$ cat config.mk
export PLATFORM = sky130hd
export DESIGN_NAME = led_pwm
export DESIGN_NICKNAME = d
export VERILOG_FILES = /design/src/rtl/led_pwm.sv
export SDC_FILE = /design/constraint.sdc
export NUM_CORES = 1
export LEC_CHECK = 0
export CAP_MARGIN = 20
export CORE_ASPECT_RATIO = 1.5
export CORE_MARGIN = 2
export CORE_UTILIZATION = 39
export CTS_BUF_LIST = sky130_fd_sc_hd__clkbuf_8 sky130_fd_sc_hd__clkbuf_16
export CTS_CLUSTER_DIAMETER = 200
export DETAILED_ROUTE_END_ITERATION = 10
export GPL_TIMING_DRIVEN = 0
export HOLD_SLACK_MARGIN = 0.08
export SETUP_SLACK_MARGIN = 0.4
export SYNTH_ARGS = -nofsm -noshare
export SYNTH_HDL_FRONTEND = slang
export SYNTH_SLANG_ARGS = --single-unit
$ cat constraint.sdc
create_clock -name clk -period 7.45 [get_ports clk]
set_input_delay 1.49 -clock clk [delete_from_list [all_inputs] [get_ports clk]]
set_output_delay 1.49 -clock clk [all_outputs]
set_load 0.02 [all_outputs]
$ cat src/rtl/led_pwm.sv
// Multi-channel LED PWM brightness controller with per-channel immediate or linear-fade duty updates.
// Duty changes are applied only at PWM period boundaries, so each period's waveform is glitch-free.
module led_pwm #(
  parameter int CHANNELS   = 3,
  parameter int WIDTH      = 8,
  parameter int ADDR_WIDTH = 2,
  parameter int PRESCALE   = 256
) (
  input  logic                  clk,
  input  logic                  reset_n,
  input  logic                  wr_en,
  input  logic [ADDR_WIDTH-1:0] wr_addr,
  input  logic [WIDTH-1:0]      wr_data,
  input  logic                  wr_fade,
  output logic [CHANNELS-1:0]   pwm_out,
  output logic [CHANNELS-1:0]   busy,
  output logic                  period_start
);

  localparam int PRE_W = (PRESCALE > 1) ? $clog2(PRESCALE) : 1;
  localparam logic [PRE_W-1:0] PRE_LAST = PRE_W'(PRESCALE - 1);
  localparam logic [WIDTH-1:0] CNT_LAST = '1;

  logic [PRE_W-1:0] pre;
  logic [WIDTH-1:0] cnt;
  logic [WIDTH-1:0] cnt_next;
  logic             tick;
  logic             boundary;

  assign tick     = (pre == PRE_LAST);
  assign boundary = tick && (cnt == CNT_LAST);
  assign cnt_next = tick ? cnt + 1'b1 : cnt;

  always_ff @(posedge clk or negedge reset_n) begin
    if (!reset_n) begin
      pre          <= '0;
      cnt          <= '0;
      period_start <= 1'b0;
    end else begin
      pre          <= tick ? '0 : pre + 1'b1;
      cnt          <= cnt_next;
      period_start <= boundary;
    end
  end

  for (genvar gi = 0; gi < CHANNELS; gi++) begin : g_ch
    logic [WIDTH-1:0] target;
    logic [WIDTH-1:0] active;
    logic [WIDTH-1:0] active_next;
    logic             fade;
    logic             pwm;
    logic             wr_hit;

    // Addresses at or beyond CHANNELS match no channel, so such writes vanish.
    assign wr_hit = wr_en && (wr_addr == ADDR_WIDTH'(gi));

    // The boundary sees the registered target/fade, i.e. the pre-write values.
    always_comb begin
      active_next = active;
      if (boundary) begin
        if (!fade)
          active_next = target;
        else if (active < target)
          active_next = active + 1'b1;
        else if (active > target)
          active_next = active - 1'b1;
      end
    end

    always_ff @(posedge clk or negedge reset_n) begin
      if (!reset_n) begin
        target <= '0;
        fade   <= 1'b0;
        active <= '0;
        pwm    <= 1'b0;
      end else begin
        if (wr_hit) begin
          target <= wr_data;
          fade   <= wr_fade;
        end
        active <= active_next;
        pwm    <= (cnt_next < active_next);
      end
    end

    assign pwm_out[gi] = pwm;
    assign busy[gi]    = (active != target);
  end

endmodule

# Word level (Yosys, flattened, before mapping)
# Cells that the tools add are included.
# Widths: inputs -> output; s select.
[op_classes]
n_addsub = 8
n_mul = 0
div = 0
n_lt_le_gt_ge = 9
eq_ne = 7
n_shift = 0
muxes = 14
n_bitwise = 0
n_reduce_logical = 5
[ops]
columns = ["operator", "count"]
rows = [
  ["$mux 8", 14],
  ["$lt 8x8->1", 6],
  ["$add 8x1->8 const B", 5],
  ["$gt 8x8->1", 3],
  ["$ne 8x8->1", 3],
  ["$sub 8x1->8 const B", 3],
  ["$eq 8x8->1 const B", 2],
  ["$logic_and 1x1->1", 4],
  ["$eq 2x1->1 const B", 1],
  ["$eq 2x2->1 const B", 1],
  ["$logic_not 2->1", 1],
]
[totals]
regBits = 71
latch_bits = 0
mem_bits_rw = 0
mem_bits_ro = 0
inputBits = 14
output_inout_bits = 7
wordCells = 58
mem_count = 0

# Depth between registers and ports, before layout
# Gate-level depths: netlist (run 1).
[depth]
word_depth = 6
depth_mapped = 18
mapped_depth_nobuf = 17

# Least setup slack after synthesis (run 1)
# OpenSTA, ideal clock, no wires.
[synth_timing]
path_type = "reg2reg"
start = "reg g_ch[1].active[6]"
end = "reg g_ch[1].pwm"
setup_time_ns = 0.065
arrival_time_ns = 3.237
t_required_ns = 7.385
path_slack_ns = 4.148
stages_incl_launch_ff = 18
path_buffers = 1
period_less_slack_ns = 3.302
cell_sequence = "dfrtp_1 ha_1 nand4_1 or2_2 clkbuf_1 nand2_1 a21oi_1 a21oi_1 mux2i_1 a21o_1 ha_1 o21a_1 o21a_1 o21a_1 o2111ai_1 a21oi_1 a211oi_1 o21a_1"
[synth_via]
elab_chain_len = 6
elab_cells_between_ends = 9
classes_between = "add/sub: 2; order compare: 3; mux: 4"
[synth_rtl]
columns = ["element", "line_no", "source"]
rows = [
  ["from (decl)", "48", "logic [WIDTH-1:0] active;"],
  ["from (signal assigned)", "81", "active <= active_next;"],
  ["$sub 8x1->8 or $gt 8x8->1 (tied branches)", "66, 65", ""],
  ["$mux 8", "65", "else if (active > target)"],
  ["$mux 8", "63", "else if (active < target)"],
  ["$mux 8", "61", "if (!fade)"],
  ["$mux 8 (*)", "60", "if (boundary) begin"],
  ["$lt 8x8->1 (*)", "82", "pwm <= (cnt_next < active_next);"],
  ["to (signal assigned)", "82", ""],
  ["to (decl)", "51", "logic pwm;"],
]
# Every way passes the cells marked *; elsewhere a longest branch is shown, timed or not.
# A chain may end at the register's enable or synchronous reset.

# Worst setup path in the final report (run 1)
[layout_timing]
start = "reg g_ch[2].active[0]"
end = "out busy[2]"
[layout_via]
elab_chain_len = 1
[layout_rtl]
columns = ["element", "line_no", "source"]
rows = [
  ["from (decl)", "48", ""],
  ["from (signal assigned)", "81", ""],
  ["$ne 8x8->1", "87", "assign busy[gi] = (active != target);"],
  ["to (decl)", "16", "output logic [CHANNELS-1:0] busy,"],
]
# No other way between the ends.

==> PnR_summary.wiki, run 1 <==
{| class="wikitable"
! Metric !! Value
|-
| DR pass1 iterations || 4
|-
| Filler cell count || ~1200
|-
| Share of cell area taken by muxes after synthesis || 9.55%
|-
| Share of cells above drive strength 1 || between 10% and 20%
|-
| Wire length of the first global-routing pass || slightly above 20 mm
|-
| Drc violations || 0
|-
| Cell Pwr Density || 181 mW/mm^2
|-
| Max-slew headroom || between 40% and 50%
|-
| Gr usage total || 20.1%
|-
| CP max stage delay || approximately 0.57 ns
|-
| Total standard cell area after synthesis || around 0.005 mm^2
|-
| Half-perimeter wire length after placement || 10.1 mm
|-
| Number of hold-slack violations in the final timing report || 0
|-
| Cell seen most often among critical-path stages || inv_1
|-
| Post-synth cell types || 60
|-
| Routed len/inst || 18.1 um
|-
| Simple-gate share of the synthesized area || about 16%
|-
| NumNets Final || between 600 and 700
|-
| Clk sinks || 71
|-
| Critical path start-end classification || flip-flop to primary output
|-
| Post-synthesis instance total || ~530
|-
| Post_cts resized || 0
|-
| Maximum number of pins on one net before global-route repair || 43
|-
| Via count of the routed design || around 4300
|-
| CP arrival || roughly 2.6 ns
|-
| Worst Path Max Fanout || 10
|-
| Final routed wirelength across all metal layers || between 10 and 15 mm
|-
| Class of the tightest hold or removal check || flip-flop to flip-flop
|-
| Clock Tree Buf Depth || 2
|-
| Final WS setup || 3.32 ns
|-
| Final antenna diode count || 0
|-
| TritonCTS clock tree || built
|-
| Mean instance size in the synthesized netlist || between 9 and 10 um^2
|-
| Vias per cell || 5.91
|-
| Maximum vdd drop || ~0.15 mV
|-
| Setup TNS || 0 ns
|-
| Starting utilization of the core area || 40.0%
|-
| Final instance count without filler cells || ~720
|-
| Register bit count reported by yosys || slightly above 70
|-
| Dominant combinational cell family by area after synthesis || compound AO/OA/AOI/OAI gates
|-
| Most used DFF post-synth || dfrtp_1
|-
| Transition time at the pin with the least slew margin || between 0.8 and 0.9 ns
|-
| Cell at the slowest stage of the critical path || clkdlybuf4s50_1
|-
| Total number of yosys warnings || 0
|-
| Area of all sequential standard cells || roughly 0.0018 mm^2
|-
| Startpoint type of the worst setup path || flip-flop
|-
| Cell leakage power || 2.65 nW
|-
| Die Area || approximately 0.014 mm^2
|-
| Count of nets left with antenna violations after detail routing || 0
|-
| Number of antenna violations at the first check in global routing || 0
|-
| Count of input and output buffers || 20
|-
| Minimum clock period || a little over 4 ns
|-
| Synthesized netlist net count || between 500 and 600
|-
| Clock latency of the later-clocked register in the worst-skew pair || around 0.34 ns
|-
| Element type at the critical path end || primary output
|-
| Fin crit share || a little under three fifths
|-
| Number of buffers inserted during clock tree synthesis || 9
|-
| Post-route total power || about 1.0 mW
|-
| Number of top-level pins || 21
|-
| Asr flop ratio synth || between 90% and 100%
|-
| Outcome || complete, no violations
|-
| Required time of the worst setup path || 5.96 ns
|-
| Hold_buf cts || 0
|-
| Worst Setup Slack post-DPL || approximately 3.6 ns
|-
| # setup viols final || 0
|-
| Fmax || 242 MHz
|-
| Clock Skew || between 0.009 and 0.01 ns
|-
| Post-synthesis compound-gate area fraction || between 10% and 20%
|-
| Die Y || between 100 and 150 um
|-
| Synth top area share || a little over a third
|-
| Buffer count from post-CTS setup fixing || 0
|-
| Residual overflow from global routing || 0
|-
| Total core area || between 0.01 and 0.015 mm^2
|-
| Critical-path cell list || clkbuf_1, inv_1, ha_1, nand2_1, nor3_1, inv_1, clkdlybuf4s50_1
|-
| Dpl cells || between 700 and 800
|-
| Width of the die || slightly below 100 um
|-
| Cell accounting for the most synthesized area || dfrtp_1
|-
| Pins over their slew limit || 0
|-
| Routability congestion estimate || 0.866
|-
| Footprint of the multi-input gates || ~0.003 mm^2
|-
| Largest cells by area after synthesis || dfrtp_1 (36%), ha_1 (13%), mux2_2 (5.0%)
|-
| Cell row count || 50
|-
| Clock Tree Root || clkbuf_16
|-
| Post-synth EDFFs || 0
|-
| Adder-cell area share of the yosys netlist || about an eighth
|-
| Parity-gate share of the synthesized area counting xor and xnor cells || ~1.9%
|-
| Synthesis-to-layout area growth || 14.7%
|-
| Number of global-route vias before repair || between 4000 and 5000
|-
| H-tree depth reported by CTS || 3
|-
| Unrepaired setup endpoints after global routing || no
|-
| Clock input transition at the sequential cells of the worst setup and hold paths || around 0.060 ns
|-
| Sequential element share of the synthesized area || roughly 36%
|-
| Drt initial violations || 171
|-
| Max_cap viols || 0
|}
[metrics by stage]
| stage | hold WS [ns] | util (%) | area, um^2 |
|---|---|---|---|
| after floorplan | 0.445 | - | 5000 |
| after global placement | 0.467 | 43.1 | 5400 |
| after detailed placement | 0.482 | 43.3 | 5420 |
| after CTS | 0.489 | 45.8 | 5740 |
| after global routing | 0.512 | 45.8 | 5740 |
| final | 0.489 | 45.8 | 5740 |
[cells by family after synthesis]
| kind of cell | count (synthesis) |
|---|---|
| AND/OR/NAND/NOR | 154 |
| multiplexers | 45 |
| flip-flops | 71 |
| XOR/XNOR | 11 |
| AO/OA/AOI/OAI | 136 |
| buffers and inverters | 56 |
| adder cells (fa/ha/maj) | 53 |
[layout make-up]
type | count | area share, %
Clock buffer | 9 | 3.93
Sequential cell | 71 | 31.0
Clock inverter | 7 | 1.66
Buffer | 21 | 1.81
Tap cell | 156 | 3.40
Inverter | 35 | 2.29
Timing Repair Buffer | 21 | 3.80
Multi-Input combinational cell | 399 | 52.1
[flip-flops by register name, summed over array words and instances (netlist names)]
name / count
cnt: 8
g_ch.active: 24
g_ch.fade: 3
g_ch.pwm: 3
g_ch.target: 24
period_start: 1
pre: 8
[layer usage]
layer / up-vias / track usage, % / share of wire (%)
met4: 0 / 12.4 / 5.3
met2: 103 / 35.1 / 52
met1: 2092 / 22.1 / 39
met3: 35 / 3.27 / 4.2
met5: - / 0 / 0
li1: 2022 / - / -
[worst max-delay path: cells and delay by family, from the launching register on]
kind / cells / cell delay (ns)
simple gates: 2 / 0.46
flops: 1 / 0.35
fa+ha+maj: 1 / 0.30
buf+inv: 4 / 1.19
[synthesized netlist by cell type, types with 12 or more instances]
library cell / instances
dfrtp_1: 71
ha_1: 53
nand2_1: 41
inv_1: 34
a21oi_1: 33
mux2i_1: 23
mux2_2: 22
nand3_1: 21
nor2_1: 21
o21ai_0: 18
a21o_1: 16
nand4_1: 14
o22ai_1: 13
clkbuf_1: 12
[report_power, final]
part,internal [mW],switching (mW),total [mW]
sequential,0.413,0.0266,0.439
clock,0.294,0.175,0.469
combinational,0.0555,0.0721,0.128
[layout by cell type, fill, tap and decap left out, types with 5 or more instances in the layout]
master,count
nand4_1,14
a21o_1,16
nand2_1,41
ha_1,53
xnor2_1,7
inv_1,34
clkdlybuf4s50_1,19
clkbuf_16,9
nor3_1,7
and3_1,7
mux2_2,22
o21ai_0,18
dfrtp_1,71
o21a_1,6
a21oi_1,33
nor2_1,21
buf_2,5
o211ai_1,6
o22ai_1,13
nor2b_1,5
clkbuf_1,12
nand3_1,21
mux2i_1,23
nand2b_1,6
nand3b_1,7
[path summary, 6_finish.rpt]
| path | start | slack (ns) | endpoint | depth (start not counted) |
|---|---|---|---|---|
| max | g_ch[2].active[0] | 3.32 | busy[2] | 7 |
| min | pre[7] | 0.49 | pre[7] | 1 |
| max reg2reg | pre[0] | 3.54 | g_ch[1].pwm | 17 |
| min reg2reg | pre[7] | 0.49 | pre[7] | 1 |
| max in group asynchronous | reset_n | 5.81 | g_ch[2].active[3] | 2 |
| min in group asynchronous | reset_n | 1.07 | g_ch[0].active[5] | 1 |
No activity file was read; power rests on OpenSTA's default activity.
==> run 2, diff against run 1 <==
==> constraint.sdc (replaced) <==
create_clock -name clk -period 3.7 [get_ports clk]
set_input_delay 0.74 -clock clk [delete_from_list [all_inputs] [get_ports clk]]
set_output_delay 0.74 -clock clk [all_outputs]
set_load 0.02 [all_outputs]
==> run 2 against run 1 <==
  * Setup slack worse by 3.1 ns
  * Clock power is 71% higher
  * Total power is 97% higher
  * Final cell count is 6.7% higher
  * Non-clock buffer count is 49 higher
  * Sequential share of layout area is 3.6 points lower
  * Clock-buffer cell count is 1 higher
  * Clock skew is 0.00053 ns lower
  * Core utilization is 6.5 points higher
  * Global-route usage is 1.7 points higher
  * Routed wire length is 11% higher
==> PnR_summary.wiki, run 2 (synthesis results as in run 1) <==
{| class="wikitable"
! Metric !! Value
|-
| Share of cells above drive strength 1 || a little under a third
|-
| Utilization after layout || ~52%
|-
| Number of antenna violations at the first check in global routing || 0
|-
| Class of the tightest hold or removal check || primary input to async pin
|-
| Maximum number of pins on one net before global-route repair || 44
|-
| Unrepaired setup endpoints after global routing || yes
|-
| Drt initial violations || 235
|-
| Hold_buf cts || 0
|-
| H-tree depth reported by CTS || 3
|-
| Element type at the critical path end || flip-flop
|-
| Dpl cells || 703
|-
| Routed len/inst || about 19 um
|-
| Worst Setup Slack post-DPL || -0.263 ns
|-
| Routability congestion estimate || 0.854
|-
| Number of global-route vias before repair || between 4000 and 5000
|-
| Synthesis-to-layout area growth || 30.8%
|-
| Critical path start-end classification || flip-flop to flip-flop
|-
| Switching power || approximately 0.57 mW
|-
| Max-slew headroom || between 40% and 50%
|-
| Required time of the worst setup path || roughly 4 ns
|-
| Starting utilization of the core area || approximately two fifths
|-
| TritonCTS clock tree || built
|-
| Fin crit share || between 90 and 100%
|-
| Residual overflow from global routing || 0
|-
| Total core area || about 0.013 mm^2
|-
| Relative contribution of sequential cells to total power || about 43%
|-
| Die Area || ~0.014 mm^2
|-
| Number of hold-slack violations in the final timing report || 0
|-
| CP arrival || ~3.7 ns
|-
| Pins over their slew limit || 0
|-
| Startpoint type of the worst setup path || flip-flop
|-
| Count of nets left with antenna violations after detail routing || 0
|-
| Via count of the routed design || 4490
|-
| Number of top-level pins || 21
|-
| Maximum vdd drop || 0.332 mV
|-
| Transition time at the pin with the least slew margin || 0.805 ns
|-
| Final antenna diode count || 0
|-
| Fmax || 290 MHz
|-
| Internal power component || between 1 and 1.5 mW
|-
| Max_cap viols || 0
|-
| Fraction of power consumed by combinational cells || 17.6%
|-
| Number of buffers inserted during clock tree synthesis || 9
|-
| Largest regs || g_ch.active x24, g_ch.target x24
|-
| Relative contribution of the clock network to total power || ~39%
|-
| Cell Pwr Density || roughly 310 mW/mm^2
|-
| Clock input transition at the sequential cells of the worst setup and hold paths || ~0.06 ns
|-
| Switching power as a share of total power || between 20% and 30%
|-
| Most common library cell in the layout ignoring fill and taps || dfrtp_1
|-
| Worst Path Max Fanout || 6
|-
| Final Hold Slack || around 0.32 ns
|-
| Filler cell count || around 1100
|-
| Minimum clock period || 3.45 ns
|-
| Drc violations || 0
|-
| Outcome || complete, no violations
|-
| Width of the die || between 90 and 100 um
|-
| Clock Skew || between 0.008 and 0.009 ns
|-
| # setup viols final || 0
|-
| Final routed wirelength across all metal layers || approximately 14 mm
|-
| Final instance count without filler cells || between 700 and 800
|-
| Vias per cell || between 5 and 6
|-
| Top library cells by usage in the layout, fill and taps aside || dfrtp_1 (60), buf_4 (54), ha_1 (40)
|-
| Final WS setup || 0.248 ns
|-
| NumNets Final || roughly 670
|-
| Setup TNS || 0 ns
|-
| Clock Tree Buf Depth || 2
|-
| Cell leakage power || ~2.9 nW
|-
| Clk sinks || 71
|-
| DR pass1 iterations || 4
|-
| Clock latency of the later-clocked register in the worst-skew pair || 0.34 ns
|-
| Wire length of the first global-routing pass || approximately 23 mm
|-
| Half-perimeter wire length after placement || roughly 10 mm
|-
| Count of input and output buffers || 20
|-
| Clock Tree Root || clkbuf_16
|-
| Gr usage total || 21.8%
|-
| Cell row count || 50
|-
| Die Y || roughly 140 um
|}
run 2: critical path, cell delays in order (launching register included):
cell	delay, ns
dfrtp_1	0.44
inv_1	0.12
ha_1	0.23
nor2b_4	0.10
o211ai_1	0.11
a21o_1	0.21
buf_6	0.13
a21oi_1	0.28
a21oi_4	0.06
mux2i_1	0.14
a21o_1	0.22
ha_1	0.29
o21a_1	0.10
o21a_1	0.16
o21a_1	0.18
o2111ai_2	0.21
a21oi_2	0.06
a211oi_2	0.22
o21a_1	0.15
run 2: final cells by class:
type                            instances  area [um^2]  share of cell area [%]
Inverter                               35          136                    2.08
Clock inverter                          5         35.0                   0.535
Buffer                                 21          144                    2.20
Multi-Input combinational cell        399         3400                    52.0
Tap cell                              156          195                    2.98
Timing Repair Buffer                   70          601                    9.18
Clock buffer                           10          239                    3.65
Sequential cell                        71         1790                    27.4
run 2: path summary, 6_finish.rpt:
path	startpoint	to	slack, ns	cells past startpoint
min reg2reg	pre[7]	pre[7]	0.50	1
max reg2reg	g_ch[1].active[0]	g_ch[1].pwm	0.25	18
max	g_ch[1].active[0]	g_ch[1].pwm	0.25	18
max in group asynchronous	reset_n	g_ch[2].active[3]	2.80	2
min	reset_n	g_ch[0].active[4]	0.32	1
min in group clk	pre[7]	pre[7]	0.50	1
run 2: timing repair:
item	CTS	global route
pin swaps	18	30
gates resized for setup	51	59
setup endpoints to repair	3	3
setup buffers	31	18
run 2: per-layer routing:
metal | GRT usage (%) | wire [um] | vias up
met2 | 39.7 | 7720 | 98
met3 | 3.69 | 399 | 35
li1 | - | - | 2123
met4 | 9.12 | 563 | 0
met1 | 24.4 | 5710 | 2234
met5 | 0 | 0 | -
run 2: power by group through the flow:
stage               logic (mW)  clock network, mW  registers (mW)
floorplan                0.175                  0           0.875
global placement         0.245                  0           0.895
detailed placement       0.257                  0           0.898
CTS                      0.311              0.819           0.881
global route             0.395              0.852           0.889
finish                   0.360              0.800           0.883
run 2: per-stage QoR:
step           cell area [um^2]  total power, mW
6_report                   6540             2.04
5_1_grt                    6540             2.14
4_1_cts                    6120             2.01
3_5_place_dp               5420             1.15
3_3_place_gp               5400             1.14
2_1_floorplan              5000             1.05
